[src/rtl/fifo_burst_reader_pkg.sv]
// Shared types and constants for the FIFO burst reader slice.
package fifo_reader_pkg;

    localparam int STALL_CNT_W = 16;

    typedef enum logic [1:0] {
        IDLE  = 2'd0,
        RUN   = 2'd1,
        DRAIN = 2'd2,
        DONE  = 2'd3
    } reader_state_t;

endpackage

[src/rtl/fifo_burst_reader_if.sv]
// Bus bundles for the burst reader: FIFO read side (FWFT) and downstream valid/ready stream.
interface fifo_rd_if #(
    parameter int WIDTH = 8
);
    logic             pop;
    logic             empty;
    logic [WIDTH-1:0] data;

    modport master (output pop, input empty, input data);
    modport slave  (input pop, output empty, output data);
endinterface

interface stream_if #(
    parameter int WIDTH = 8
);
    logic             valid;
    logic             ready;
    logic [WIDTH-1:0] data;

    modport master (output valid, output data, input ready);
    modport slave  (input valid, input data, output ready);
endinterface

[src/rtl/fifo_burst_reader_skid_buf.sv]
// Two-entry head/skid output buffer; space and out_valid come straight from registers.
module stream_skid_buf #(
    parameter int WIDTH = 8
) (
    input  logic             clk,
    input  logic             rst,
    input  logic             i_in_valid,
    input  logic [WIDTH-1:0] i_in_data,
    output logic             o_space,
    output logic             o_out_valid,
    input  logic             i_out_ready,
    output logic [WIDTH-1:0] o_out_data,
    output logic             o_drained
);

    logic [WIDTH-1:0] r_head;
    logic [WIDTH-1:0] r_skid;
    logic [1:0]       r_occ;
    logic             r_valid;
    logic             r_space;
    logic [WIDTH-1:0] w_head_next;
    logic [WIDTH-1:0] w_skid_next;
    logic [1:0]       w_occ_next;
    logic             w_xfer;

    // Next head/skid/occupancy from the incoming pop and outgoing transfer.
    always_comb begin
        w_xfer      = r_valid && i_out_ready;
        w_head_next = r_head;
        w_skid_next = r_skid;
        w_occ_next  = r_occ;
        case (r_occ)
            2'd0: begin
                if (i_in_valid) begin
                    w_head_next = i_in_data;
                    w_occ_next  = 2'd1;
                end else begin
                    w_occ_next  = 2'd0;
                end
            end
            2'd1: begin
                case ({i_in_valid, w_xfer})
                    2'b10: begin
                        w_skid_next = i_in_data;
                        w_occ_next  = 2'd2;
                    end
                    2'b11: begin
                        w_head_next = i_in_data;
                        w_occ_next  = 2'd1;
                    end
                    2'b01: begin
                        w_occ_next  = 2'd0;
                    end
                    default: begin
                        w_occ_next  = 2'd1;
                    end
                endcase
            end
            2'd2: begin
                if (w_xfer) begin
                    w_head_next = r_skid;
                    w_occ_next  = 2'd1;
                end else begin
                    w_occ_next  = 2'd2;
                end
            end
            default: begin
                w_occ_next = 2'd0;
            end
        endcase
    end

    // Buffer registers; valid and space are kept as flops so no handshake input reaches them combinationally.
    always_ff @(posedge clk) begin
        if (rst) begin
            r_head  <= {WIDTH{1'b0}};
            r_skid  <= {WIDTH{1'b0}};
            r_occ   <= 2'd0;
            r_valid <= 1'b0;
            r_space <= 1'b1;
        end else begin
            r_head  <= w_head_next;
            r_skid  <= w_skid_next;
            r_occ   <= w_occ_next;
            r_valid <= (w_occ_next != 2'd0);
            r_space <= (w_occ_next != 2'd2);
        end
    end

    assign o_space     = r_space;
    assign o_out_valid = r_valid;
    assign o_out_data  = r_head;
    assign o_drained   = (w_occ_next == 2'd0);

endmodule

[src/rtl/fifo_burst_reader.sv]
// Burst reader: drains i_burst_len words from a FWFT FIFO into a valid/ready stream.
// Optional stall counter output is enabled by defining READER_STALL_CNT_EN.
module fifo_burst_reader
    import fifo_reader_pkg::*;
#(
    parameter int WIDTH = 8,
    parameter int LENW  = 8
) (
    input  logic                   clk,
    input  logic                   rst,
    input  logic                   i_start,
    input  logic [LENW-1:0]        i_burst_len,
    output logic                   o_busy,
    output logic                   o_done,
`ifdef READER_STALL_CNT_EN
    output logic [STALL_CNT_W-1:0] o_stall_cnt,
`endif
    fifo_rd_if.master              fifo,
    stream_if.master               strm
);

    localparam logic [1:0]      ST_IDLE  = IDLE;
    localparam logic [1:0]      ST_RUN   = RUN;
    localparam logic [1:0]      ST_DRAIN = DRAIN;
    localparam logic [1:0]      ST_DONE  = DONE;
    localparam logic [LENW-1:0] REM_ZERO = {LENW{1'b0}};
    localparam logic [LENW-1:0] REM_ONE  = {{(LENW-1){1'b0}}, 1'b1};

    logic [1:0]      r_state;
    logic [1:0]      w_state_next;
    logic [LENW-1:0] r_rem;
    logic [LENW-1:0] w_rem_next;
    logic            r_busy;
    logic            r_done;
    logic            w_pop;
    logic            w_space;
    logic            w_drained;
    logic            w_out_valid;

    stream_skid_buf #(
        .WIDTH (WIDTH)
    ) u_skid_buf (
        .clk         (clk),
        .rst         (rst),
        .i_in_valid  (w_pop),
        .i_in_data   (fifo.data),
        .o_space     (w_space),
        .o_out_valid (w_out_valid),
        .i_out_ready (strm.ready),
        .o_out_data  (strm.data),
        .o_drained   (w_drained)
    );

    // Pop uses only registered state plus fifo.empty, keeping out_ready off this path.
    always_comb begin
        w_pop = (r_state == ST_RUN) && !fifo.empty && (r_rem != REM_ZERO) && w_space;
    end

    // Burst sequencing and remaining-word count.
    always_comb begin
        w_state_next = r_state;
        w_rem_next   = r_rem;
        case (r_state)
            ST_IDLE: begin
                if (i_start) begin
                    if (i_burst_len != REM_ZERO) begin
                        w_rem_next   = i_burst_len;
                        w_state_next = ST_RUN;
                    end else begin
                        w_state_next = ST_DONE;
                    end
                end else begin
                    w_state_next = ST_IDLE;
                end
            end
            ST_RUN: begin
                if (w_pop) begin
                    w_rem_next = r_rem - REM_ONE;
                    if (r_rem == REM_ONE) begin
                        w_state_next = ST_DRAIN;
                    end else begin
                        w_state_next = ST_RUN;
                    end
                end else begin
                    w_state_next = ST_RUN;
                end
            end
            ST_DRAIN: begin
                if (w_drained) begin
                    w_state_next = ST_DONE;
                end else begin
                    w_state_next = ST_DRAIN;
                end
            end
            ST_DONE: begin
                w_state_next = ST_IDLE;
            end
            default: begin
                w_state_next = ST_IDLE;
            end
        endcase
    end

    // State, count and status flops; busy/done are registered decodes of the next state.
    always_ff @(posedge clk) begin
        if (rst) begin
            r_state <= ST_IDLE;
            r_rem   <= REM_ZERO;
            r_busy  <= 1'b0;
            r_done  <= 1'b0;
        end else begin
            r_state <= w_state_next;
            r_rem   <= w_rem_next;
            r_busy  <= (w_state_next != ST_IDLE);
            r_done  <= (w_state_next == ST_DONE);
        end
    end

    assign fifo.pop   = w_pop;
    assign strm.valid = w_out_valid;
    assign o_busy     = r_busy;
    assign o_done     = r_done;

`ifdef READER_STALL_CNT_EN
    logic [STALL_CNT_W-1:0] r_stall_cnt;
    logic                   w_start_acc;

    assign w_start_acc = (r_state == ST_IDLE) && i_start;

    // Saturating count of cycles where a word waits on downstream.
    always_ff @(posedge clk) begin
        if (rst) begin
            r_stall_cnt <= {STALL_CNT_W{1'b0}};
        end else if (w_start_acc) begin
            r_stall_cnt <= {STALL_CNT_W{1'b0}};
        end else if (w_out_valid && !strm.ready && (r_stall_cnt != {STALL_CNT_W{1'b1}})) begin
            r_stall_cnt <= r_stall_cnt + {{(STALL_CNT_W-1){1'b0}}, 1'b1};
        end else begin
            r_stall_cnt <= r_stall_cnt;
        end
    end

    assign o_stall_cnt = r_stall_cnt;
`endif

endmodule

[src/flat_wrapper.sv]
// flat-port wrapper written by rule: the top's interface ports become plain ports
module fifo_burst_reader_flat import fifo_reader_pkg::*;
#(
    parameter int WIDTH = 8,
    parameter int LENW  = 8
)
  (clk, rst, i_start, i_burst_len, o_busy, o_done, fifo_pop, fifo_empty, fifo_data, strm_valid, strm_data, strm_ready);
  fifo_rd_if #(.WIDTH(WIDTH)) fifo_i ();
  stream_if #(.WIDTH(WIDTH)) strm_i ();
  input  logic clk;
  input  logic rst;
  input  logic i_start;
  input  logic [LENW-1:0] i_burst_len;
  output logic o_busy;
  output logic o_done;
  output wire logic [$bits(fifo_i.pop)-1:0] fifo_pop;
  input wire logic [$bits(fifo_i.empty)-1:0] fifo_empty;
  input wire logic [$bits(fifo_i.data)-1:0] fifo_data;
  output wire logic [$bits(strm_i.valid)-1:0] strm_valid;
  output wire logic [$bits(strm_i.data)-1:0] strm_data;
  input wire logic [$bits(strm_i.ready)-1:0] strm_ready;
  assign fifo_pop = fifo_i.pop;
  assign fifo_i.empty = fifo_empty;
  assign fifo_i.data = fifo_data;
  assign strm_valid = strm_i.valid;
  assign strm_data = strm_i.data;
  assign strm_i.ready = strm_ready;
  fifo_burst_reader #(.WIDTH(WIDTH), .LENW(LENW)) u_core (.clk(clk), .rst(rst), .i_start(i_start), .i_burst_len(i_burst_len), .o_busy(o_busy), .o_done(o_done), .fifo(fifo_i), .strm(strm_i));
endmodule
[config.mk]
export PLATFORM = sky130hd
export DESIGN_NAME = fifo_burst_reader_flat
export DESIGN_NICKNAME = d
export VERILOG_FILES = /design/src/rtl/fifo_burst_reader_pkg.sv /design/src/rtl/fifo_burst_reader_if.sv /design/src/rtl/fifo_burst_reader_skid_buf.sv /design/src/rtl/fifo_burst_reader.sv /design/src/flat_wrapper.sv
export SDC_FILE = /design/constraint.sdc
export NUM_CORES = 1
export LEC_CHECK = 0
export ABC_AREA = 1
export BUFFER_PORTS_ARGS = -buffer_cell sky130_fd_sc_hd__clkbuf_2
export CORE_ASPECT_RATIO = 0.5
export CORE_UTILIZATION = 56
export CTS_BUF_LIST = sky130_fd_sc_hd__clkbuf_8
export DETAILED_ROUTE_END_ITERATION = 7
export PLACE_DENSITY = 0.78
export SYNTH_ARGS = -nofsm -noshare
export SYNTH_HDL_FRONTEND = slang
export SYNTH_SLANG_ARGS = --single-unit
[constraint.sdc]
create_clock -name clk -period 2.7 [get_ports clk]
set_clock_uncertainty 0.15 [all_clocks]
set_input_delay 0.54 -clock clk [delete_from_list [all_inputs] [get_ports clk]]
set_output_delay 0.54 -clock clk [all_outputs]
set_load 0.1 [all_outputs]
==> results.sh <==
export IMPL_synth_area_um2=1670
export IMPL_grt_pass1_vias=1374
export IMPL_cts_tree="yes"
export IMPL_routed_wirelength_um=3450
export IMPL_powerDensity_nw_per_um2=729
export IMPL_worst_slew_pin_transition_ns=0.543
export IMPL_arrival_ns=1.88
export IMPL_holdPathEnd="u_core.u_skid_buf.r_skid[6]"
export IMPL_max_slew_margin_pct=63.9
export IMPL_yosys_area_top_type="dfxtp_1"
export IMPL_place_congestion=0.847
export IMPL_rsz0062_at_grt="no"
export IMPL_synth_cells=241
export IMPL_min_from="u_core.u_skid_buf.r_skid[6]"
export IMPL_dpl_hpwl_um=2580
export IMPL_r2r_start="u_core.r_rem[0]"
export IMPL_firstDrtPassIters=4
export IMPL_start_util_pct=61.7
export IMPL_routedWlPerCell_um=11.1
export IMPL_outcome="completed"
export IMPL_crit_fanout=5
export IMPL_hold_buffers=0
export IMPL_drive_above_1_share_pct=21.9
export IMPL_clk_latency_ns=0.27
export IMPL_fin_crit_ns=2.57
export IMPL_drv_cap=0
export IMPL_postCtsSetupBuffers=0
export IMPL_startpoint_type="register"
export IMPL_syn_to_final_growth_pct=16.5
export IMPL_critical_path_required_ns=2.01
export IMPL_grt_usage_pct=23.9
export IMPL_fmax_mhz=390
export IMPL_gr_total_overflow=0
export IMPL_yosysWarnings=0
export IMPL_drt_iter0_markers=55
export IMPL_setup_violations=0
export IMPL_reg2reg_to="u_core.u_skid_buf.o_out_valid"
export IMPL_dieArea_um2=3210
export IMPL_fp_row_count=13
export IMPL_ant_nets=0
export IMPL_reg2reg_depth=13
export IMPL_holdWs_ns=0.299
export IMPL_clkTransAtPathRegs_ns=0.07
export IMPL_report_final_slew_viol_count=0
export IMPL_grt_max_degree=22
export IMPL_syn_avg_cell_area_um2=6.91
export IMPL_irDropWorstVdd_mv=0.489
export IMPL_min_path_type="reg2reg"
export IMPL_worstSetupPathType="reg2out"
export IMPL_synth_nets=267
export IMPL_n_antenna_cell=0
export IMPL_chipWidth_um=79.1
export IMPL_clock_sinks=32
export IMPL_yosys_cell_types_count=30
export IMPL_antenna_found_initial=0
export IMPL_ys_ff_latch=32
export IMPL_mostFrequentLayoutCell="nand2_1"
export IMPL_wl_met3_um=193
export IMPL_layout_nets=299
export IMPL_worst_setup_path_end_kind="output port"
export IMPL_ys_seq_area_share_pct=38.5
export IMPL_synth_area_leaders="dfxtp_1 (38%), nand2_1 (11%), o21ai_0 (8.4%), nor2_1 (7.0%), inv_1 (6.5%)"
export IMPL_stdcell_area_um2=1940
export IMPL_routed_via_density=5.02
export IMPL_drcViolationCount=0
export IMPL_via_count=1561
export IMPL_cts_buffers=5
export IMPL_dr_max_layer_used="met4"
export IMPL_die_y_um=40.6
export IMPL_final_cell_mix="nand2_1 (47), clkbuf_2 (32), dfxtp_1 (32)"
export IMPL_cellLeakagePower_nw=0.936
export IMPL_min_period_over_period_pct=95.0
export IMPL_cts_resized=0
export IMPL_dpl_cell_area_um2=1830
export IMPL_io_pins=33
export IMPL_cts_root_buf="clkbuf_8"
export IMPL_cts_buffer_depth=2
export IMPL_wl_met1_um=1600
export IMPL_worstHoldPathCells=2
export IMPL_grt_pass1_wl_um=5640
export IMPL_io_buffer_count=32
export IMPL_setup_tns_ns=0
export IMPL_setup_ws_ns=0.134
export IMPL_synth_top_cell_area_share_pct=38.5
export IMPL_htreeDepth=2
export IMPL_hold_viol=0
export IMPL_dr_wl_met2_um=1630
export IMPL_r2r_slack_ns=0.35
export IMPL_fp_coreArea_um2=2700
export IMPL_dp_slack_ns=0.390
## worst max-delay path: stages, from the launching register on
cell and delay [ns]:
dfxtp_1 0.41, inv_1 0.09, ha_1 0.24, nand2_1 0.09
nor2_2 0.04, nand2_2 0.09, nand2_4 0.08, clkinvlp_4 0.10
clkbuf_2 0.45
## metal layers
layer | track usage (%) | up-vias
li1 | - | 827
met1 | 26.6 | 687
met2 | 46.3 | 42
met3 | 7.50 | 5
met4 | 6.82 | 0
met5 | 0 | -
## metrics by stage
step           utilization [%]  std cells  power (mW)
6_report                  71.8        311        1.41
5_1_grt                   71.8        311        1.49
4_1_cts                   71.8        311        1.42
3_5_place_dp              67.8        303       0.983
3_3_place_gp              67.8        303       0.976
2_1_floorplan                -        241       0.912
## registers in the layout (all words and copies together), names as in the netlist
signal,flops
u_core.u_skid_buf.o_out_data,8
u_core.u_skid_buf.r_skid,8
u_core.u_skid_buf.r_occ,2
u_core.r_rem,8
u_core.o_done,1
u_core.o_busy,1
u_core.u_skid_buf.o_out_valid,1
u_core.u_skid_buf.o_space,1
u_core.r_state,2
## cells in the mapped netlist
cell type	number
nand2_1	47
dfxtp_1	32
nor2_1	31
inv_1	29
o21ai_0	28
a21oi_1	17
nand3_1	14
nand2_2	6
ha_1	5
inv_2	4
clkbuf_1	3
o21ai_1	3
buf_6	2
nand2_4	2
nor2_4	2
o31ai_1	2
a21oi_2	1
buf_2	1
clkbuf_2	1
inv_4	1
mux2i_1	1
nand4_1	1
nor2_2	1
nor3_2	1
o211a_1	1
o21ai_2	1
o22ai_1	1
or2_1	1
or2_2	1
xor2_1	1
## power breakdown
group          leakage [nW]  switching, mW  internal, mW
Sequential            0.261         0.0263         0.514
Clock                0.0593          0.169         0.270
Combinational         0.616          0.332         0.104
## layout make-up
| type | instances | area, um^2 |
|---|---|---|
| multi-input combinational | 168 | 851 |
| fill | 238 | 761 |
| sequential | 32 | 641 |
| timing repair buffer | 32 | 160 |
| inverter | 34 | 134 |
| clock buffer | 5 | 68.8 |
| tap | 37 | 46.3 |
| clock inverter | 3 | 38.8 |
## logic make-up (layout without fill, tap and decap cells)
family	count (synthesis)	in the layout	share of synthesized area, %
AO/OA/AOI/OAI	54	54	17.4
XOR/XNOR	1	1	0.526
adder cells (fa/ha/maj)	5	5	3.76
buffers and inverters	41	74	10.4
flip-flops	32	32	38.5
multiplexers	1	1	0.601
AND/OR/NAND/NOR	107	107	28.9
## worst max path at each step
stage                                         end  cells after the start  slack [ns]            start
global route                             fifo_pop                      8        0.03  u_core.r_rem[0]
finish                                   fifo_pop                      8        0.13  u_core.r_rem[0]
floorplan           u_core.u_skid_buf.o_out_valid                     13        0.09  u_core.r_rem[0]
global placement                         fifo_pop                      8        0.48  u_core.r_rem[0]
detailed placement  u_core.u_skid_buf.o_out_valid                     13        0.39  u_core.r_rem[0]
CTS                                      fifo_pop                      8        0.14  u_core.r_rem[0]
No activity file was read; power rests on OpenSTA's default activity.
